[config.mk]
export PLATFORM = sky130hd
export DESIGN_NAME = dbg_sba_arbiter
export DESIGN_NICKNAME = d
export VERILOG_FILES = /design/src/rtl/dbg_sba_arbiter.sv
export SDC_FILE = /design/constraint.sdc
export NUM_CORES = 1
export LEC_CHECK = 0
export CAP_MARGIN = 20
export CORE_AREA = 2 2 85 87
export CTS_BUF_LIST = sky130_fd_sc_hd__clkbuf_16
export DETAILED_ROUTE_END_ITERATION = 8
export DIE_AREA = 0 0 87 89
export HOLD_SLACK_MARGIN = 0.02
export PLACE_DENSITY_LB_ADDON = 0.25
export SETUP_SLACK_MARGIN = 0.5
export SLEW_MARGIN = 25
export SYNTH_ARGS = -nofsm -noshare
export SYNTH_HDL_FRONTEND = slang
export SYNTH_SLANG_ARGS = --single-unit
[constraint.sdc]
create_clock -name clk_i -period 1.81 [get_ports clk_i]
set_clock_uncertainty 0.1 [all_clocks]
set_input_delay 0.2715 -clock clk_i [delete_from_list [all_inputs] [get_ports clk_i]]
set_output_delay 0.2715 -clock clk_i [all_outputs]
set_load 0.01 [all_outputs]
[src/rtl/dbg_sba_arbiter.sv]
// -----------------------------------------------------------------------------
// dbg_sba_arbiter
//
// Shares one downstream memory port between the core data port and the debug
// module's system-bus-access host. Arbitration is round-robin on ties. Once
// a request has been put on the bus and not yet granted, that owner is held
// until the grant arrives. Response ownership is tracked in an in-order FIFO
// so that each bus_rvalid_i is routed back to whoever issued the request.
//
// Ports
//   clk_i, rst_i                      clock, synchronous active-high reset
//   core_req_i/addr/we/be/wdata       core request (held until granted)
//   core_gnt_o, core_rvalid_o         core grant / response strobe
//   dm_req_i/addr/we/be/wdata         debug-module request (held until granted)
//   dm_gnt_o, dm_rvalid_o             debug-module grant / response strobe
//   bus_req_o/addr/we/be/wdata        downstream request
//   bus_gnt_i, bus_rvalid_i           downstream grant / in-order response
//   err_o                             sticky: response with nothing outstanding
// -----------------------------------------------------------------------------
module dbg_sba_arbiter #(
    parameter int BusWidth       = 32,
    parameter int MaxOutstanding = 2
) (
    input  logic                  clk_i,
    input  logic                  rst_i,
    input  logic                  core_req_i,
    input  logic [BusWidth-1:0]   core_addr_i,
    input  logic                  core_we_i,
    input  logic [BusWidth/8-1:0] core_be_i,
    input  logic [BusWidth-1:0]   core_wdata_i,
    output logic                  core_gnt_o,
    output logic                  core_rvalid_o,
    input  logic                  dm_req_i,
    input  logic [BusWidth-1:0]   dm_addr_i,
    input  logic                  dm_we_i,
    input  logic [BusWidth/8-1:0] dm_be_i,
    input  logic [BusWidth-1:0]   dm_wdata_i,
    output logic                  dm_gnt_o,
    output logic                  dm_rvalid_o,
    output logic                  bus_req_o,
    output logic [BusWidth-1:0]   bus_addr_o,
    output logic                  bus_we_o,
    output logic [BusWidth/8-1:0] bus_be_o,
    output logic [BusWidth-1:0]   bus_wdata_o,
    input  logic                  bus_gnt_i,
    input  logic                  bus_rvalid_i,
    output logic                  err_o
);

    localparam int PtrW = (MaxOutstanding > 1) ? $clog2(MaxOutstanding) : 1;
    localparam int CntW = $clog2(MaxOutstanding + 1);

    typedef enum logic {
        ARB  = 1'b0,
        HOLD = 1'b1
    } state_t;

    state_t                state_reg, state_next;
    logic                  own_reg, own_next;     // 0 = core, 1 = DM
    logic                  last_reg, last_next;   // last granted owner
    logic [PtrW-1:0]       wr_ptr_reg, rd_ptr_reg;
    logic [CntW-1:0]       count_reg;
    logic                  err_reg;
    logic [MaxOutstanding-1:0] fifo_owner;

    logic sel;        // selected requester (0 = core, 1 = DM)
    logic sel_req;    // selected requester is actually requesting
    logic fifo_full;
    logic fifo_empty;
    logic grant;
    logic pop;
    logic head;

    function automatic logic [PtrW-1:0] ptr_inc(input logic [PtrW-1:0] p);
        return (p == PtrW'(MaxOutstanding - 1)) ? '0 : p + PtrW'(1);
    endfunction

    // Requester selection. A pending HOLD pins the owner even if the other
    // side starts requesting; otherwise ties go to whoever was not last.
    always_comb begin
        sel     = 1'b0;
        sel_req = 1'b0;
        if (state_reg == HOLD) begin
            sel     = own_reg;
            sel_req = own_reg ? dm_req_i : core_req_i;
        end else if (core_req_i && dm_req_i) begin
            sel     = ~last_reg;
            sel_req = 1'b1;
        end else if (core_req_i) begin
            sel     = 1'b0;
            sel_req = 1'b1;
        end else if (dm_req_i) begin
            sel     = 1'b1;
            sel_req = 1'b1;
        end
    end

    assign fifo_full  = (count_reg == CntW'(MaxOutstanding));
    assign fifo_empty = (count_reg == '0);

    // Full uses the pre-pop count: no grant while full, even if a response
    // frees a slot in the same cycle.
    assign bus_req_o   = sel_req & ~fifo_full & ~rst_i;
    assign grant       = bus_req_o & bus_gnt_i;
    assign core_gnt_o  = grant & ~sel;
    assign dm_gnt_o    = grant & sel;

    assign bus_addr_o  = sel ? dm_addr_i  : core_addr_i;
    assign bus_we_o    = sel ? dm_we_i    : core_we_i;
    assign bus_be_o    = sel ? dm_be_i    : core_be_i;
    assign bus_wdata_o = sel ? dm_wdata_i : core_wdata_i;

    assign head          = fifo_owner[rd_ptr_reg];
    assign pop           = bus_rvalid_i & ~fifo_empty & ~rst_i;
    assign core_rvalid_o = pop & ~head;
    assign dm_rvalid_o   = pop & head;
    assign err_o         = err_reg;

    // Owner FIFO storage, one flop per slot.
    for (genvar gi = 0; gi < MaxOutstanding; gi++) begin : g_entry
        logic owner_reg;
        always_ff @(posedge clk_i) begin
            if (grant && (wr_ptr_reg == PtrW'(gi))) begin
                owner_reg <= sel;
            end
        end
        assign fifo_owner[gi] = owner_reg;
    end

    // Next-state logic. A requester that withdraws while held (protocol
    // violation) simply drops sel_req, which returns us to ARB.
    always_comb begin
        state_next = state_reg;
        own_next   = own_reg;
        last_next  = last_reg;
        case (state_reg)
            ARB: begin
                if (bus_req_o && !grant) begin
                    state_next = HOLD;
                    own_next   = sel;
                end
            end
            HOLD: begin
                if (grant || !sel_req) begin
                    state_next = ARB;
                end
            end
            default: state_next = ARB;
        endcase
        if (grant) begin
            last_next = sel;
        end
    end

    always_ff @(posedge clk_i) begin
        if (rst_i) begin
            state_reg  <= ARB;
            own_reg    <= 1'b0;
            last_reg   <= 1'b1;
            wr_ptr_reg <= '0;
            rd_ptr_reg <= '0;
            count_reg  <= '0;
            err_reg    <= 1'b0;
        end else begin
            state_reg <= state_next;
            own_reg   <= own_next;
            last_reg  <= last_next;
            if (grant) begin
                wr_ptr_reg <= ptr_inc(wr_ptr_reg);
            end
            if (pop) begin
                rd_ptr_reg <= ptr_inc(rd_ptr_reg);
            end
            case ({grant, pop})
                2'b10:   count_reg <= count_reg + CntW'(1);
                2'b01:   count_reg <= count_reg - CntW'(1);
                default: count_reg <= count_reg;
            endcase
            if (bus_rvalid_i && fifo_empty) begin
                err_reg <= 1'b1;
            end
        end
    end

endmodule

==> qor.csv <==
metric,value,unit
Slowest cell on crit path,mux2_4,
CP Capture Type,primary output,
Max Transition Viols Final,0,
core area,6719,sq um
hold buffers post-CTS,0,
clock sinks,10,
RSZ-0062 raised after global routing,true,
r2r startpoint,state_reg,
drt wl/cell,19.67,microns
FMAX,474.6,MHz
Bufs on Longest Clock Path,2,
Crit path top cell by count,buf_6,
Worst slew margin,70.56,%
Leakage,2.094,nW
Peak VDD IR,280.8,uV
Post-Layout Inst Area,4686,sq um
# H-tree levels,1,
CP Data Required Time,1.44,ns
drt first-iter violations,23,
clock root cell,clkbuf_16,
DR vias,2205,
clk_lat worst skew,0.24,ns
yosys warns,0,
antenna cells,0,
First-pass DRT Iterations,4,
initial antenna violation count,0,
Fill cells,495,
Total GRT Usage,22.71,%
startpoint types,primary input,
CP cell instances,dlygate4sd2_1 -> nand2_2 -> nand2_2 -> o21a_4 -> buf_6 -> buf_6 -> buf_16 -> mux2_4 -> buf_6,
Setup crit start,core_req_i,
part of the Yosys area used for sequential elements,16.09,%
chip width,87,microns
PwrDens,457.2,nW/um^2
grt total ovfl,0,
"Worst Setup Slack, final",-0.2970,ns
Synth Flop Type,dfxtp_1,
total buffers and inverters traversed by the critical path,5,
top cell family by delay on the critical path,buffers and inverters,
total power,2.142,mW
layout net count,559,
worst slew pin tran,0.4361,ns
DRC,0,
crit path DAT,1.74,ns
GPL Wtd Cong,0.7405,
run status,finished with violations,
vias in the first global route,2386,
HP Class,flip-flop to flip-flop,
max cap viols,0,
IO Pins,219,
"FF+latch count, synth",10,
R2R Setup Slk,-0.17,ns
final count of hold timing violations,0,
global-route wire length before repair,13100,microns
final non-filler cell total,494,
final-report setup violation count,76,
input/output buffers,218,
synthesis-to-layout area growth,242.3,%
worst-path fanout max,7,
sequential cell area,230.2,sq um
post-placement cell area,3861,sq um
DP Cell Count,455,
min cycle time layout,2.107,ns
die height,89,microns
Post-synth EDFFs,2,
post-DP HPWL,7229,microns
failing checks,negative setup slack,
Detail Route Antenna Nets,0,
largest net degree at the start of global routing,10,
share of layout cells above drive strength 1,56.52,%
final WL,9718,microns
"Clk pin slew, worst setup/hold paths",0.04,ns
Initial Utilization,20.37,%
Mean Syn Cell Area,9.572,sq um
Post-synth ARST share,0,%
R2R cell count,9,
CP Class,primary input to primary output,
biggest cell delay along the critical path,0.30,ns
count of cell types in the netlist,32,
via/cell ratio,4.464,
Min Hold Slack,0.3620,ns
part of the cycle the worst path needs,116.4,%
synthesized instance count,143,
cts bufs inserted,3,
R2R Path End,count_reg[0],
area of the die,7743,sq um
Critical Path Stages,9,
Cell Rows,30,
end of the critical path,bus_addr_o[19],
multi-input logic area,1321,sq um
CTS tree,yes,
net count after synthesis,287,
synthesized area,1369,sq um
layer usage:
layer / track usage (%) / up-vias / part of all wire (%)
met3: 6.648 / 11 / 7.6
li1: - / 1074 / -
met2: 41.29 / 99 / 54
met1: 25.63 / 1021 / 37
met5: 0 / - / 0
met4: 6.818 / 0 / 1.4
stage by stage:
stage	utilization (%)	worst slack [ns]	TNS [ns]
after floorplan	-	0.2718	0
after global placement	57.47	-0.7800	-53.07
after detailed placement	57.47	-0.7673	-52.84
after CTS	65.62	-0.2994	-13.83
after global routing	69.74	-0.3419	-18.47
final	69.74	-0.2970	-14.41
worst register-to-register path: stages (launching register included):
cell	delay [ns]
dfxtp_4	0.36
buf_6	0.10
buf_6	0.09
nand2b_4	0.05
a21o_1	0.18
buf_6	0.12
buf_6	0.10
buf_6	0.13
and3_1	0.13
or4_1	0.50
power breakdown:
| group | switching (mW) | internal (mW) | leakage, nW |
|---|---|---|---|
| registers | 0.0159 | 0.248 | 0.0866 |
| clock network | 0.116 | 0.291 | 0.0385 |
| logic | 0.483 | 0.989 | 1.97 |
| total | 0.615 | 1.53 | 2.09 |
kinds of logic after synthesis:
logic type | after synthesis | synth area share, %
flops | 10 | 16.09
simple gates | 34 | 13.62
buf+inv | 13 | 4.570
xor+xnor | 1 | 0.6400
compound gates | 14 | 6.857
mux | 71 | 58.23
worst min-delay path by stage:
stage / cells past startpoint / start / endpoint
6_report: 2 / err_o / err_o
2_1_floorplan: 2 / bus_rvalid_i / err_o
4_1_cts: 2 / err_o / err_o
3_3_place_gp: 2 / err_o / err_o
5_1_grt: 2 / err_o / err_o
3_5_place_dp: 2 / err_o / err_o
placed cells by master, fill, tap and decap left out, types with 2 or more instances in the layout:
master | Yosys | routed
a21oi_1 | 2 | 2
and3_1 | 2 | 2
buf_12 | 0 | 3
buf_16 | 0 | 5
buf_2 | 8 | 3
buf_4 | 1 | 24
buf_6 | 0 | 94
buf_8 | 0 | 2
clkbuf_16 | 0 | 4
clkdlybuf4s50_1 | 0 | 138
dfxtp_1 | 8 | 2
dfxtp_2 | 0 | 5
dlygate4sd2_1 | 0 | 6
edfxtp_1 | 2 | 2
inv_1 | 4 | 3
mux2_2 | 69 | 42
mux2_4 | 0 | 27
nand2_1 | 6 | 3
nand2_2 | 0 | 2
nor2_1 | 12 | 6
nor2_4 | 0 | 6
o21ai_0 | 4 | 2
o21ai_2 | 0 | 2
final cells by class:
class,instances,share of cell area (%)
timing repair buffer,276,62.75
multi-input combinational,120,28.20
sequential,10,4.913
tap,80,2.136
clock buffer,3,1.602
inverter,4,0.3204
clock inverter,1,0.08011
synthesized netlist by cell type, types with 2 or more instances:
master    instances  area (sq um)
a21oi_1           2         10.01
and3_1            2         12.51
buf_2             8         40.04
mux2_2           69         777.0
nor2_1           12         45.04
nor3_1            2         10.01
inv_1             4         15.01
mux2i_1           2         20.02
nand2b_1          2         12.51
nand2_1           6         22.52
o21ai_0           4         20.02
dfxtp_1           8         160.2
edfxtp_1          2         60.06
o311ai_0          2         17.52
timing repair:
action | CTS | global route
buffers inserted | 20 | 9
pin swaps | 13 | 6
endpoints found under the setup margin | 85 | 84
resized for setup | 417 | 45
gates cloned | 5 | 1
No activity file was read; power rests on OpenSTA's default activity.
